`src/rtl/riscv_pkg.sv`:
```
// Shared RV32I constants and data-memory controller types.
package riscv_pkg;

  localparam logic [6:0] OP_LOAD  = 7'b0000011;
  localparam logic [6:0] OP_STORE = 7'b0100011;

  localparam logic [2:0] F3_B  = 3'd0;
  localparam logic [2:0] F3_H  = 3'd1;
  localparam logic [2:0] F3_W  = 3'd2;
  localparam logic [2:0] F3_BU = 3'd4;
  localparam logic [2:0] F3_HU = 3'd5;

  typedef enum logic [1:0] {
    DM_IDLE   = 2'd0,
    DM_ACCESS = 2'd1,
    DM_DONE   = 2'd2
  } dmem_state_e;

  // Unknown width codes and misaligned halfword/word accesses are rejected.
  function automatic logic dmem_illegal(input logic [2:0] funct3, input logic [1:0] addr_lo);
    logic bad;
    case (funct3)
      F3_B, F3_BU: bad = 1'b0;
      F3_H, F3_HU: bad = addr_lo[0];
      F3_W:        bad = (addr_lo != 2'b00);
      default:     bad = 1'b1;
    endcase
    return bad;
  endfunction

endpackage

```
`src/rtl/dmem_load_align.sv`:
```
// Load extraction: selects byte/half from a word by address and extends it.
// Ports: word (SRAM word), addr_lo (byte offset), funct3 (width/sign),
//        result_c (combinational extended result).
module dmem_load_align
  import riscv_pkg::*;
(
  input  logic [31:0] word,
  input  logic [1:0]  addr_lo,
  input  logic [2:0]  funct3,
  output logic [31:0] result_c
);

  logic [7:0]  byte_v;
  logic [15:0] half_v;

  always_comb begin
    byte_v = word[{addr_lo, 3'b000} +: 8];
    half_v = addr_lo[1] ? word[31:16] : word[15:0];
    case (funct3)
      F3_B:    result_c = {{24{byte_v[7]}}, byte_v};
      F3_BU:   result_c = {24'd0, byte_v};
      F3_H:    result_c = {{16{half_v[15]}}, half_v};
      F3_HU:   result_c = {16'd0, half_v};
      F3_W:    result_c = word;
      default: result_c = 32'd0;
    endcase
  end

endmodule

```
`src/rtl/dmem_ctrl.sv`:
```
// MEM-stage data-memory responder: drives a fixed-latency SRAM port and
// stalls the pipeline via MEM_RDY until each load/store completes.
// Ports: CLK/RST_N; IM_* request from MEM stage and load result;
//        MEM_RDY (combinational stall), MEM_ERR (illegal access flag);
//        DM_* SRAM port (registered strobes, steered lanes, read word in).
module dmem_ctrl
  import riscv_pkg::*;
#(
  parameter int unsigned WAIT_CYCLES = 2,
  parameter int unsigned ADDR_W      = 32
) (
  input  logic              CLK,
  input  logic              RST_N,
  input  logic              IM_REQ,
  input  logic              IM_WE,
  input  logic [2:0]        IM_FUNCT3,
  input  logic [ADDR_W-1:0] IM_ADDR,
  input  logic [31:0]       IM_WDATA,
  output logic [31:0]       IM_RDATA,
  output logic              MEM_RDY,
  output logic              MEM_ERR,
  output logic              DM_EN,
  output logic              DM_WE,
  output logic [ADDR_W-3:0] DM_ADDR,
  output logic [3:0]        DM_BE,
  output logic [31:0]       DM_WDATA,
  input  logic [31:0]       DM_RDATA
);

  localparam int unsigned CNT_W = 4;

  dmem_state_e       state_q, state_d;
  logic [CNT_W-1:0]  cnt_q, cnt_d;
  logic [2:0]        f3_q, f3_d;
  logic [1:0]        alo_q, alo_d;
  logic              en_d, we_d, err_d;
  logic [ADDR_W-3:0] addr_d;
  logic [3:0]        be_d;
  logic [31:0]       wdata_d, rdata_d;
  logic [3:0]        st_be;
  logic [31:0]       st_wdata;
  logic [31:0]       load_res;

  dmem_load_align u_load_align (
    .word     (DM_RDATA),
    .addr_lo  (alo_q),
    .funct3   (f3_q),
    .result_c (load_res)
  );

  // Stall asserts in the same cycle the request appears.
  assign MEM_RDY = (state_q == DM_DONE) || ((state_q == DM_IDLE) && !IM_REQ);

  // Store lane steering; loads enable the whole word.
  always_comb begin
    st_be    = 4'hF;
    st_wdata = IM_WDATA;
    if (IM_WE) begin
      case (IM_FUNCT3)
        F3_B, F3_BU: begin
          st_be    = 4'b0001 << IM_ADDR[1:0];
          st_wdata = {4{IM_WDATA[7:0]}};
        end
        F3_H, F3_HU: begin
          st_be    = 4'b0011 << IM_ADDR[1:0];
          st_wdata = {2{IM_WDATA[15:0]}};
        end
        default: begin
          st_be    = 4'hF;
          st_wdata = IM_WDATA;
        end
      endcase
    end
  end

  // Next-state and registered-output logic.
  always_comb begin
    state_d = state_q;
    cnt_d   = cnt_q;
    f3_d    = f3_q;
    alo_d   = alo_q;
    en_d    = DM_EN;
    we_d    = DM_WE;
    addr_d  = DM_ADDR;
    be_d    = DM_BE;
    wdata_d = DM_WDATA;
    rdata_d = IM_RDATA;
    err_d   = MEM_ERR;
    case (state_q)
      DM_IDLE: begin
        if (IM_REQ) begin
          if (dmem_illegal(IM_FUNCT3, IM_ADDR[1:0])) begin
            state_d = DM_DONE;
            err_d   = 1'b1;
            rdata_d = 32'd0;
          end else begin
            state_d = DM_ACCESS;
            addr_d  = IM_ADDR[ADDR_W-1:2];
            be_d    = st_be;
            wdata_d = st_wdata;
            we_d    = IM_WE;
            en_d    = 1'b1;
            f3_d    = IM_FUNCT3;
            alo_d   = IM_ADDR[1:0];
            cnt_d   = CNT_W'(WAIT_CYCLES);
          end
        end
      end
      DM_ACCESS: begin
        if (cnt_q != '0) begin
          cnt_d = cnt_q - CNT_W'(1);
        end else begin
          // Last access cycle: the SRAM word is valid only now.
          if (!DM_WE) rdata_d = load_res;
          en_d    = 1'b0;
          we_d    = 1'b0;
          state_d = DM_DONE;
        end
      end
      DM_DONE: begin
        state_d = DM_IDLE;
        err_d   = 1'b0;
      end
      default: state_d = DM_IDLE;
    endcase
  end

  always_ff @(posedge CLK) begin
    if (!RST_N) begin
      state_q  <= DM_IDLE;
      cnt_q    <= '0;
      f3_q     <= '0;
      alo_q    <= '0;
      DM_EN    <= 1'b0;
      DM_WE    <= 1'b0;
      DM_ADDR  <= '0;
      DM_BE    <= '0;
      DM_WDATA <= '0;
      IM_RDATA <= '0;
      MEM_ERR  <= 1'b0;
    end else begin
      state_q  <= state_d;
      cnt_q    <= cnt_d;
      f3_q     <= f3_d;
      alo_q    <= alo_d;
      DM_EN    <= en_d;
      DM_WE    <= we_d;
      DM_ADDR  <= addr_d;
      DM_BE    <= be_d;
      DM_WDATA <= wdata_d;
      IM_RDATA <= rdata_d;
      MEM_ERR  <= err_d;
    end
  end

endmodule

```
`config.mk`:
```
export PLATFORM = sky130hd
export DESIGN_NAME = dmem_ctrl
export DESIGN_NICKNAME = d
export VERILOG_FILES = /design/src/rtl/riscv_pkg.sv /design/src/rtl/dmem_load_align.sv /design/src/rtl/dmem_ctrl.sv
export SDC_FILE = /design/constraint.sdc
export NUM_CORES = 1
export LEC_CHECK = 0
export CAP_MARGIN = 25
export CELL_PAD_IN_SITES_DETAIL_PLACEMENT = 0
export CELL_PAD_IN_SITES_GLOBAL_PLACEMENT = 1
export CORE_UTILIZATION = 33
export CTS_BUF_LIST = sky130_fd_sc_hd__clkbuf_8 sky130_fd_sc_hd__clkbuf_16
export DETAILED_ROUTE_END_ITERATION = 6
export PLACE_DENSITY_LB_ADDON = 0.1
export SLEW_MARGIN = 20
export SYNTH_ARGS = -nofsm -noshare
export SYNTH_HDL_FRONTEND = slang
export SYNTH_HIERARCHICAL = 1
export SYNTH_SLANG_ARGS = --single-unit
```
`constraint.sdc`:
```
create_clock -name CLK -period 4 [get_ports CLK]
set_clock_uncertainty 0.05 [all_clocks]
set_input_delay 0.8 -clock CLK [delete_from_list [all_inputs] [get_ports CLK]]
set_output_delay 0.8 -clock CLK [all_outputs]
set_load 0.005 [all_outputs]
```
==> results of run 1 <==
-- final cells by class --
class | count | area (sq um)
clock buffers | 9 | 225
flip-flops and latches | 112 | 2240
repair buffers | 215 | 2150
inverters | 6 | 22.5
fillers | 1357 | 7200
clock inverters | 6 | 67.6
multi-input cells | 399 | 2460
well taps | 184 | 230
-- worst max path at each step --
stage / startpoint / endpoint / cells past startpoint
6_report: IM_REQ / MEM_RDY / 3
5_1_grt: IM_ADDR[0] / DM_BE[2]$_SDFFE_PN0P_ / 6
4_1_cts: IM_REQ / MEM_RDY / 3
3_5_place_dp: IM_ADDR[1] / DM_WDATA[20]$_SDFFE_PN0P_ / 6
3_3_place_gp: IM_ADDR[0] / DM_BE[2]$_SDFFE_PN0P_ / 6
2_1_floorplan: DM_RDATA[15] / IM_RDATA[17]$_SDFFE_PN0P_ / 5
-- placed cells by master, fill, tap and decap left out, types with 5 or more instances in the layout --
cell type / Yosys / layout
sky130_fd_sc_hd__a22o_1: 33 / 33
sky130_fd_sc_hd__a211oi_1: 8 / 8
sky130_fd_sc_hd__clkdlybuf4s50_1: 0 / 204
sky130_fd_sc_hd__nand3_1: 19 / 19
sky130_fd_sc_hd__inv_1: 5 / 5
sky130_fd_sc_hd__mux2i_1: 14 / 14
sky130_fd_sc_hd__nand2_1: 112 / 112
sky130_fd_sc_hd__a22oi_1: 8 / 8
sky130_fd_sc_hd__a21oi_1: 64 / 64
sky130_fd_sc_hd__dfxtp_1: 112 / 112
sky130_fd_sc_hd__o21ai_0: 25 / 25
sky130_fd_sc_hd__nor2_1: 32 / 32
sky130_fd_sc_hd__mux2_2: 23 / 23
sky130_fd_sc_hd__nor3_1: 5 / 5
sky130_fd_sc_hd__o31ai_1: 16 / 16
sky130_fd_sc_hd__nor3b_1: 5 / 5
sky130_fd_sc_hd__clkbuf_16: 0 / 9
sky130_fd_sc_hd__buf_4: 2 / 9
-- routing by layer --
layer  GRT usage, %  vias up  routed length [um]
met1           25.7     2225                6960
met2           31.0      171                6880
met5              0        -                   0
li1               -     2364                   -
met3           7.13       12                1240
met4           5.17        0                 204
-- power groups by stage --
| stage | sequential, uW | combinational [uW] | clock, uW |
|---|---|---|---|
| floorplan | 1230 | 249 | 0 |
| global placement | 1240 | 511 | 0 |
| detailed placement | 1240 | 515 | 0 |
| CTS | 1220 | 517 | 950 |
| global route | 1220 | 564 | 997 |
| finish | 1210 | 515 | 914 |
-- worst max-delay path, stage by stage --
cell and delay (ns):
sky130_fd_sc_hd__clkdlybuf4s50_1 0.44, sky130_fd_sc_hd__a21oi_1 0.16, sky130_fd_sc_hd__clkdlybuf4s50_1 0.52
-- per-stage QoR --
stage | util (%) | instance area (sq um) | total power (uW) | hold slack, ns | worst slack [ns]
after floorplan | - | 4970 | 1480 | 0.385 | 1.63
after global placement | 48.7 | 7100 | 1750 | 0.391 | 0.988
after detailed placement | 48.7 | 7100 | 1760 | 0.395 | 0.983
after CTS | 50.7 | 7390 | 2680 | 0.406 | 1.23
after global routing | 50.7 | 7390 | 2780 | 0.432 | 1.18
final | 50.7 | 7390 | 2640 | 0.405 | 1.22
-- cells by family after synthesis --
kind of cell    after synthesis  synth area share (%)
mux                          39                  8.86
buf+inv                      56                  5.79
fa+ha+maj                     2                 0.504
flops                       112                  45.1
simple gates                186                  16.6
compound gates              172                  23.1
-- state kept, by name, indices dropped and copies added, names as in the netlist --
signal    count
DM_EN         1
DM_WE         1
DM_ADDR      30
DM_BE         4
IM_RDATA     32
f3_q          3
cnt_q         4
state_q       2
MEM_ERR       1
DM_WDATA     32
alo_q         2
==> metrics.txt, run 1 <==
# TYPE chip_impl_metric gauge
chip_impl_info{name="run_status",value="finished clean"} 1
chip_impl_metric{name="dr.first_iter.drc_count",unit=""} 309
chip_impl_info{name="timing_worst_setup_path_type",value="primary input to output pin"} 1
chip_impl_metric{name="hold_viol",unit=""} 0
chip_impl_metric{name="timing.hold.worst_path_depth",unit=""} 2
chip_impl_metric{name="globalRoute.totalOverflow",unit=""} 0
chip_impl_metric{name="worst-endpoint-arrival",unit="ns"} 1.93
chip_impl_metric{name="post_synth.cell_area_avg",unit="sq um"} 8.76
chip_impl_metric{name="synth.yosys.warnings",unit=""} 6
chip_impl_metric{name="synthesis.nets",unit=""} 672
chip_impl_metric{name="die-width",unit="um"} 125
chip_impl_metric{name="final-instance-count-excl-fill",unit=""} 931
chip_impl_metric{name="drt-total-wl",unit="um"} 15300
chip_impl_metric{name="max-clock-path-buffers",unit=""} 2
chip_impl_metric{name="cts-buffers-inserted",unit=""} 9
chip_impl_metric{name="cts_hold_buf",unit=""} 0
chip_impl_info{name="end_point_of_the_most_critical_hold_path",value="DM_BE[2]$_SDFFE_PN0P_"} 1
chip_impl_metric{name="postCtsResizedCells",unit=""} 0
chip_impl_info{name="ys.flop_type",value="sky130_fd_sc_hd__dfxtp_1"} 1
chip_impl_info{name="ctsRootBufferMaster",value="sky130_fd_sc_hd__clkbuf_16"} 1
chip_impl_metric{name="clkTransAtPathRegs",unit="ns"} 0.07
chip_impl_metric{name="post-route-drc-count",unit=""} 0
chip_impl_info{name="hold_start",value="DM_BE[2]$_SDFFE_PN0P_"} 1
chip_impl_info{name="cts_tree",value="done"} 1
chip_impl_metric{name="drv_slew",unit=""} 0
chip_impl_metric{name="timing.setup.tns",unit="ns"} 0
chip_impl_metric{name="ys_seq_elements",unit=""} 112
chip_impl_metric{name="power.switching_fraction",unit="%"} 26.4
chip_impl_metric{name="first_pass_grt_wire_length",unit="um"} 24700
chip_impl_metric{name="dr.pass1.iters",unit=""} 4
chip_impl_info{name="worst_hold_path_type",value="register to register"} 1
chip_impl_metric{name="final_nets",unit=""} 848
chip_impl_metric{name="cts_sinks",unit=""} 112
chip_impl_metric{name="share_seq_of_total_power",unit="%"} 46.0
chip_impl_metric{name="maximum_number_of_pins_on_one_net_before_global_route_repair",unit=""} 60
chip_impl_info{name="r2r_end",value="IM_RDATA[29]$_SDFFE_PN0P_"} 1
chip_impl_metric{name="die-height",unit="um"} 125
chip_impl_metric{name="p_clk_share",unit="%"} 34.6
chip_impl_metric{name="synth.distinct_cells",unit=""} 47
chip_impl_metric{name="syn2layout_area_growth",unit="%"} 48.8
chip_impl_metric{name="crit_fanout",unit=""} 3
chip_impl_metric{name="power.density",unit="nW/um^2"} 358
chip_impl_info{name="yosys-top-cells-area",value="sky130_fd_sc_hd__dfxtp_1, sky130_fd_sc_hd__nand2_1, sky130_fd_sc_hd__a21oi_1, sky130_fd_sc_hd__a22o_1, sky130_fd_sc_hd__mux2_2"} 1
chip_impl_metric{name="wl_per_cell",unit="um"} 16.4
chip_impl_metric{name="timing.final.crit_share",unit="%"} 69.4
chip_impl_metric{name="rr_worst_depth",unit=""} 5
chip_impl_metric{name="synth_edf_count",unit=""} 0
chip_impl_metric{name="clkLatencyLatePin",unit="ns"} 0.35
chip_impl_metric{name="syn-instance-count",unit=""} 567
chip_impl_metric{name="final_layout_size_suffix_gt1_share",unit="%"} 8.57
chip_impl_info{name="critical_path.reg2reg.startpoint",value="alo_q[1]$_SDFFE_PN0P_"} 1
chip_impl_metric{name="power.leakage",unit="uW"} 0.00263
chip_impl_metric{name="finalWorstPathRequiredPeriod",unit="ns"} 2.78
chip_impl_metric{name="floorplan.initialDensity",unit="%"} 34.1
chip_impl_info{name="setup.worst_path.end_class",value="output pin"} 1
chip_impl_metric{name="synthDominantCellAreaShare",unit="%"} 45.1
chip_impl_metric{name="route.detailed.vias_per_inst",unit=""} 5.13
chip_impl_info{name="synth.largest_area_cell",value="sky130_fd_sc_hd__dfxtp_1"} 1
chip_impl_metric{name="post_synth_instance_area",unit="sq um"} 4970
chip_impl_metric{name="globalplace.congestion",unit=""} 0.793
chip_impl_metric{name="timing.max_slew.rel_slack",unit="%"} 40.4
chip_impl_metric{name="switchingPower",unit="uW"} 699
chip_impl_metric{name="wp_data_required",unit="ns"} 3.15
chip_impl_metric{name="std_cell_rows",unit=""} 44
chip_impl_metric{name="regToRegSetupSlack",unit="ns"} 1.67
chip_impl_metric{name="max-vdd-ir-drop",unit="uV"} 259
chip_impl_metric{name="p_comb_share",unit="%"} 19.5
chip_impl_metric{name="post-cts-setup-buffers",unit=""} 0
chip_impl_metric{name="placedCellCount",unit=""} 916
chip_impl_info{name="ys_top_cells_by_count",value="sky130_fd_sc_hd__dfxtp_1, sky130_fd_sc_hd__nand2_1, sky130_fd_sc_hd__a21oi_1"} 1
chip_impl_metric{name="actual_slew_at_the_worst_max_slew_pin",unit="ns"} 0.893
chip_impl_metric{name="yosysSeqAreaShare",unit="%"} 45.1
chip_impl_metric{name="max-cap-violations",unit=""} 0
chip_impl_metric{name="async_reset_ff_share",unit="%"} 0
chip_impl_metric{name="placement.io_buffers",unit=""} 204
chip_impl_info{name="grt_setup_unrepaired",value="false"} 1
chip_impl_metric{name="timing.fmax",unit="MHz"} 360
chip_impl_metric{name="ant_nets",unit=""} 0
chip_impl_metric{name="first_global_vias",unit=""} 4700
chip_impl_info{name="cp-start-kind",value="primary input"} 1
chip_impl_metric{name="coreArea",unit="sq um"} 14600
chip_impl_metric{name="io-pin-count",unit=""} 205
chip_impl_metric{name="dp_hpwl",unit="um"} 10900
chip_impl_metric{name="groute.usage.overall",unit="%"} 19.8
chip_impl_metric{name="setup-violations-final",unit=""} 0
chip_impl_metric{name="num_antenna_cells",unit=""} 0
chip_impl_metric{name="grt_antenna_before_repair",unit=""} 0
chip_impl_metric{name="detailed_route_via_count",unit=""} 4772
chip_impl_metric{name="cellInternalPower",unit="uW"} 1940
chip_impl_metric{name="design.die.area",unit="sq um"} 15600
chip_impl_metric{name="clock_h_tree_levels",unit=""} 3
(Power assumes the default switching activity.)
==> inputs of run 2 (changes only) <==
CORE_UTILIZATION = 31   (was 33)
clock period = 2.62 ns   (was 4 ns; I/O delays follow)
==> run 2 against run 1 <==
Compared with the run above:
- via count fell by 0.17%
- critical path depth did not move
- count of clock-buffer cells in the layout did not move
- register-to-register slack got worse by 1.0 ns
- clock power rose by 36%
- wire length rose by 2.6%
- design area rose by 0.85%
- sequential power rose by 52%
- non-clock buffer count rose by 8
- die area rose by 6.3%
- total power rose by 48%
- flip-flop and latch count did not move
- critical path type unchanged
==> metrics.txt, run 2 (synthesis results as in run 1) <==
# TYPE chip_impl_metric gauge
chip_impl_metric{name="cts-buffers-inserted",unit=""} 9
chip_impl_metric{name="final_layout_size_suffix_gt1_share",unit="%"} 9.03
chip_impl_metric{name="regToRegSetupSlack",unit="ns"} 0.65
chip_impl_info{name="setup.worst_path.end_class",value="output pin"} 1
chip_impl_info{name="top_regs",value="DM_WDATA (32), IM_RDATA (32), DM_ADDR (30)"} 1
chip_impl_metric{name="finalWorstPathRequiredPeriod",unit="ns"} 2.29
chip_impl_metric{name="cellInternalPower",unit="uW"} 2870
chip_impl_metric{name="post-cts-setup-buffers",unit=""} 0
chip_impl_metric{name="p_comb_share",unit="%"} 20.9
chip_impl_metric{name="rr_worst_depth",unit=""} 5
chip_impl_metric{name="wp_data_required",unit="ns"} 2.05
chip_impl_metric{name="route.detailed.vias_per_inst",unit=""} 4.94
chip_impl_metric{name="io-pin-count",unit=""} 205
chip_impl_metric{name="drt-total-wl",unit="um"} 15700
chip_impl_metric{name="crit_fanout",unit=""} 3
chip_impl_metric{name="met2_usage",unit="%"} 29.5
chip_impl_metric{name="dr.first_iter.drc_count",unit=""} 287
chip_impl_info{name="cp-startpoint",value="IM_REQ"} 1
chip_impl_metric{name="timing.fmax",unit="MHz"} 436
chip_impl_metric{name="groute.usage.overall",unit="%"} 18.7
chip_impl_metric{name="clkTransAtPathRegs",unit="ns"} 0.07
chip_impl_metric{name="placement.io_buffers",unit=""} 204
chip_impl_metric{name="post-route-drc-count",unit=""} 0
chip_impl_metric{name="switchingPower",unit="uW"} 1040
chip_impl_info{name="top_usage_layer",value="met2"} 1
chip_impl_info{name="critical_path.reg2reg.startpoint",value="f3_q[1]$_SDFFE_PN0P_"} 1
chip_impl_metric{name="timing.hold.worst_path_depth",unit=""} 2
chip_impl_info{name="run_status",value="finished clean"} 1
chip_impl_metric{name="coreArea",unit="sq um"} 15400
chip_impl_metric{name="timing.final.crit_share",unit="%"} 87.5
chip_impl_info{name="hold_start",value="DM_ADDR[7]$_SDFFE_PN0P_"} 1
chip_impl_metric{name="clkLatencyLatePin",unit="ns"} 0.35
chip_impl_metric{name="floorplan.initialDensity",unit="%"} 32.2
chip_impl_metric{name="max-vdd-ir-drop",unit="uV"} 295
chip_impl_metric{name="timing.max_slew.rel_slack",unit="%"} 47.7
chip_impl_metric{name="power.leakage",unit="uW"} 0.00266
chip_impl_metric{name="final_nets",unit=""} 856
chip_impl_info{name="worst_hold_path_type",value="register to register"} 1
chip_impl_metric{name="max-cap-violations",unit=""} 0
chip_impl_metric{name="first_pass_grt_wire_length",unit="um"} 23900
chip_impl_metric{name="std_cell_rows",unit=""} 45
chip_impl_metric{name="clock_h_tree_levels",unit=""} 3
chip_impl_metric{name="syn2layout_area_growth",unit="%"} 50.1
chip_impl_metric{name="met1_usage_in_global_routing",unit="%"} 24.5
chip_impl_metric{name="num_antenna_cells",unit=""} 0
chip_impl_metric{name="first_global_vias",unit=""} 4465
chip_impl_info{name="leading_cell_types_in_the_layout_fill_and_taps_excluded",value="sky130_fd_sc_hd__clkdlybuf4s50_1, sky130_fd_sc_hd__dfxtp_1, sky130_fd_sc_hd__nand2_1, sky130_fd_sc_hd__a21oi_1, sky130_fd_sc_hd__a22o_1"} 1
chip_impl_metric{name="design.die.area",unit="sq um"} 16500
chip_impl_metric{name="timing.setup.tns",unit="ns"} 0
chip_impl_info{name="grt_setup_unrepaired",value="false"} 1
chip_impl_metric{name="die-height",unit="um"} 129
chip_impl_info{name="cts_tree",value="done"} 1
chip_impl_metric{name="p_clk_share",unit="%"} 31.8
chip_impl_metric{name="wl_per_cell",unit="um"} 16.3
chip_impl_info{name="timing_worst_setup_path_type",value="primary input to output pin"} 1
chip_impl_metric{name="ant_nets",unit=""} 0
chip_impl_metric{name="dp_hpwl",unit="um"} 11200
chip_impl_info{name="ctsRootBufferMaster",value="sky130_fd_sc_hd__clkbuf_16"} 1
chip_impl_metric{name="detailed_route_via_count",unit=""} 4764
chip_impl_metric{name="share_seq_of_total_power",unit="%"} 47.3
chip_impl_metric{name="actual_slew_at_the_worst_max_slew_pin",unit="ns"} 0.783
chip_impl_info{name="end_point_of_the_most_critical_hold_path",value="DM_ADDR[7]$_SDFFE_PN0P_"} 1
chip_impl_info{name="r2r_end",value="IM_RDATA[25]$_SDFFE_PN0P_"} 1
chip_impl_metric{name="cts_hold_buf",unit=""} 0
chip_impl_metric{name="globalplace.congestion",unit=""} 0.793
chip_impl_info{name="layout_commonest_cell",value="sky130_fd_sc_hd__clkdlybuf4s50_1"} 1
chip_impl_metric{name="die-width",unit="um"} 129
chip_impl_metric{name="hold_viol",unit=""} 0
chip_impl_metric{name="power.switching_fraction",unit="%"} 26.6
chip_impl_metric{name="maximum_number_of_pins_on_one_net_before_global_route_repair",unit=""} 65
chip_impl_metric{name="drv_slew",unit=""} 0
chip_impl_info{name="cp-start-kind",value="primary input"} 1
chip_impl_metric{name="grt_antenna_before_repair",unit=""} 0
chip_impl_metric{name="globalRoute.totalOverflow",unit=""} 0
chip_impl_metric{name="gr_util_met3",unit="%"} 5.95
chip_impl_metric{name="finish.utilization",unit="%"} 48.3
chip_impl_metric{name="worst-endpoint-arrival",unit="ns"} 1.72
chip_impl_metric{name="dr.pass1.iters",unit=""} 4
chip_impl_metric{name="cts_sinks",unit=""} 112
chip_impl_metric{name="postCtsResizedCells",unit=""} 0
chip_impl_metric{name="power.density",unit="nW/um^2"} 523
chip_impl_metric{name="setup-violations-final",unit=""} 0
chip_impl_metric{name="max-clock-path-buffers",unit=""} 2
-- run 2: cell count changes in the layout (fill, tap and decap cells not counted) --
cell and delta:
sky130_fd_sc_hd__buf_4 +7, sky130_fd_sc_hd__inv_6 -2, sky130_fd_sc_hd__buf_12 +1, sky130_fd_sc_hd__bufinv_16 -1, sky130_fd_sc_hd__clkinv_2 -1, sky130_fd_sc_hd__clkinvlp_4 +1
sky130_fd_sc_hd__inv_1 +1, sky130_fd_sc_hd__nor2b_1 +1, sky130_fd_sc_hd__nor2b_2 -1
-- run 2: how the worst max path moves through the flow --
stage          cells past startpoint  slack [ns]                        end
6_report                           3        0.33                    MEM_RDY
5_1_grt                            3        0.26                    MEM_RDY
4_1_cts                            3        0.35                    MEM_RDY
3_5_place_dp                       6        0.09      DM_BE[3]$_SDFFE_PN0P_
3_3_place_gp                       6        0.18      DM_BE[1]$_SDFFE_PN0P_
2_1_floorplan                      5        0.53  IM_RDATA[17]$_SDFFE_PN0P_
-- run 2: area by class of cell --
type	instances	area (sq um)
sequential	112	2240
inverter	6	22.5
multi-input combinational	399	2450
clock inverter	4	26.3
fill	1518	7970
timing repair buffer	223	2220
clock buffer	9	225
tap	211	264
-- run 2: layer usage --
metal	vias to the layer above	share of wire [%]
met2	152	46
met4	0	1.2
li1	2383	-
met1	2215	45
met5	-	0
met3	14	7.6
-- run 2: power groups by stage --
stage                     clock network [uW]  registers (uW)  logic, uW
after floorplan                            0            1880        380
after global placement                     0            1880        809
after detailed placement                   0            1880        818
after CTS                               1300            1840        821
after global routing                    1350            1860        889
final                                   1240            1840        817
-- run 2: metrics by stage --
stage	worst slack [ns]	std cells	area [sq um]	hold slack, ns	power [uW]
after CTS	0.352	964	7460	0.407	3970
final	0.327	964	7460	0.403	3900
after global routing	0.259	964	7460	0.424	4100
after detailed placement	0.0892	951	7200	0.396	2700
after global placement	0.178	951	7200	0.391	2690
after floorplan	0.529	567	4970	0.385	2260
-- run 2: worst max-delay path, stage by stage --
cell and delay, ns:
sky130_fd_sc_hd__clkdlybuf4s50_1 0.48, sky130_fd_sc_hd__a21oi_1 0.19, sky130_fd_sc_hd__clkdlybuf4s50_1 0.53
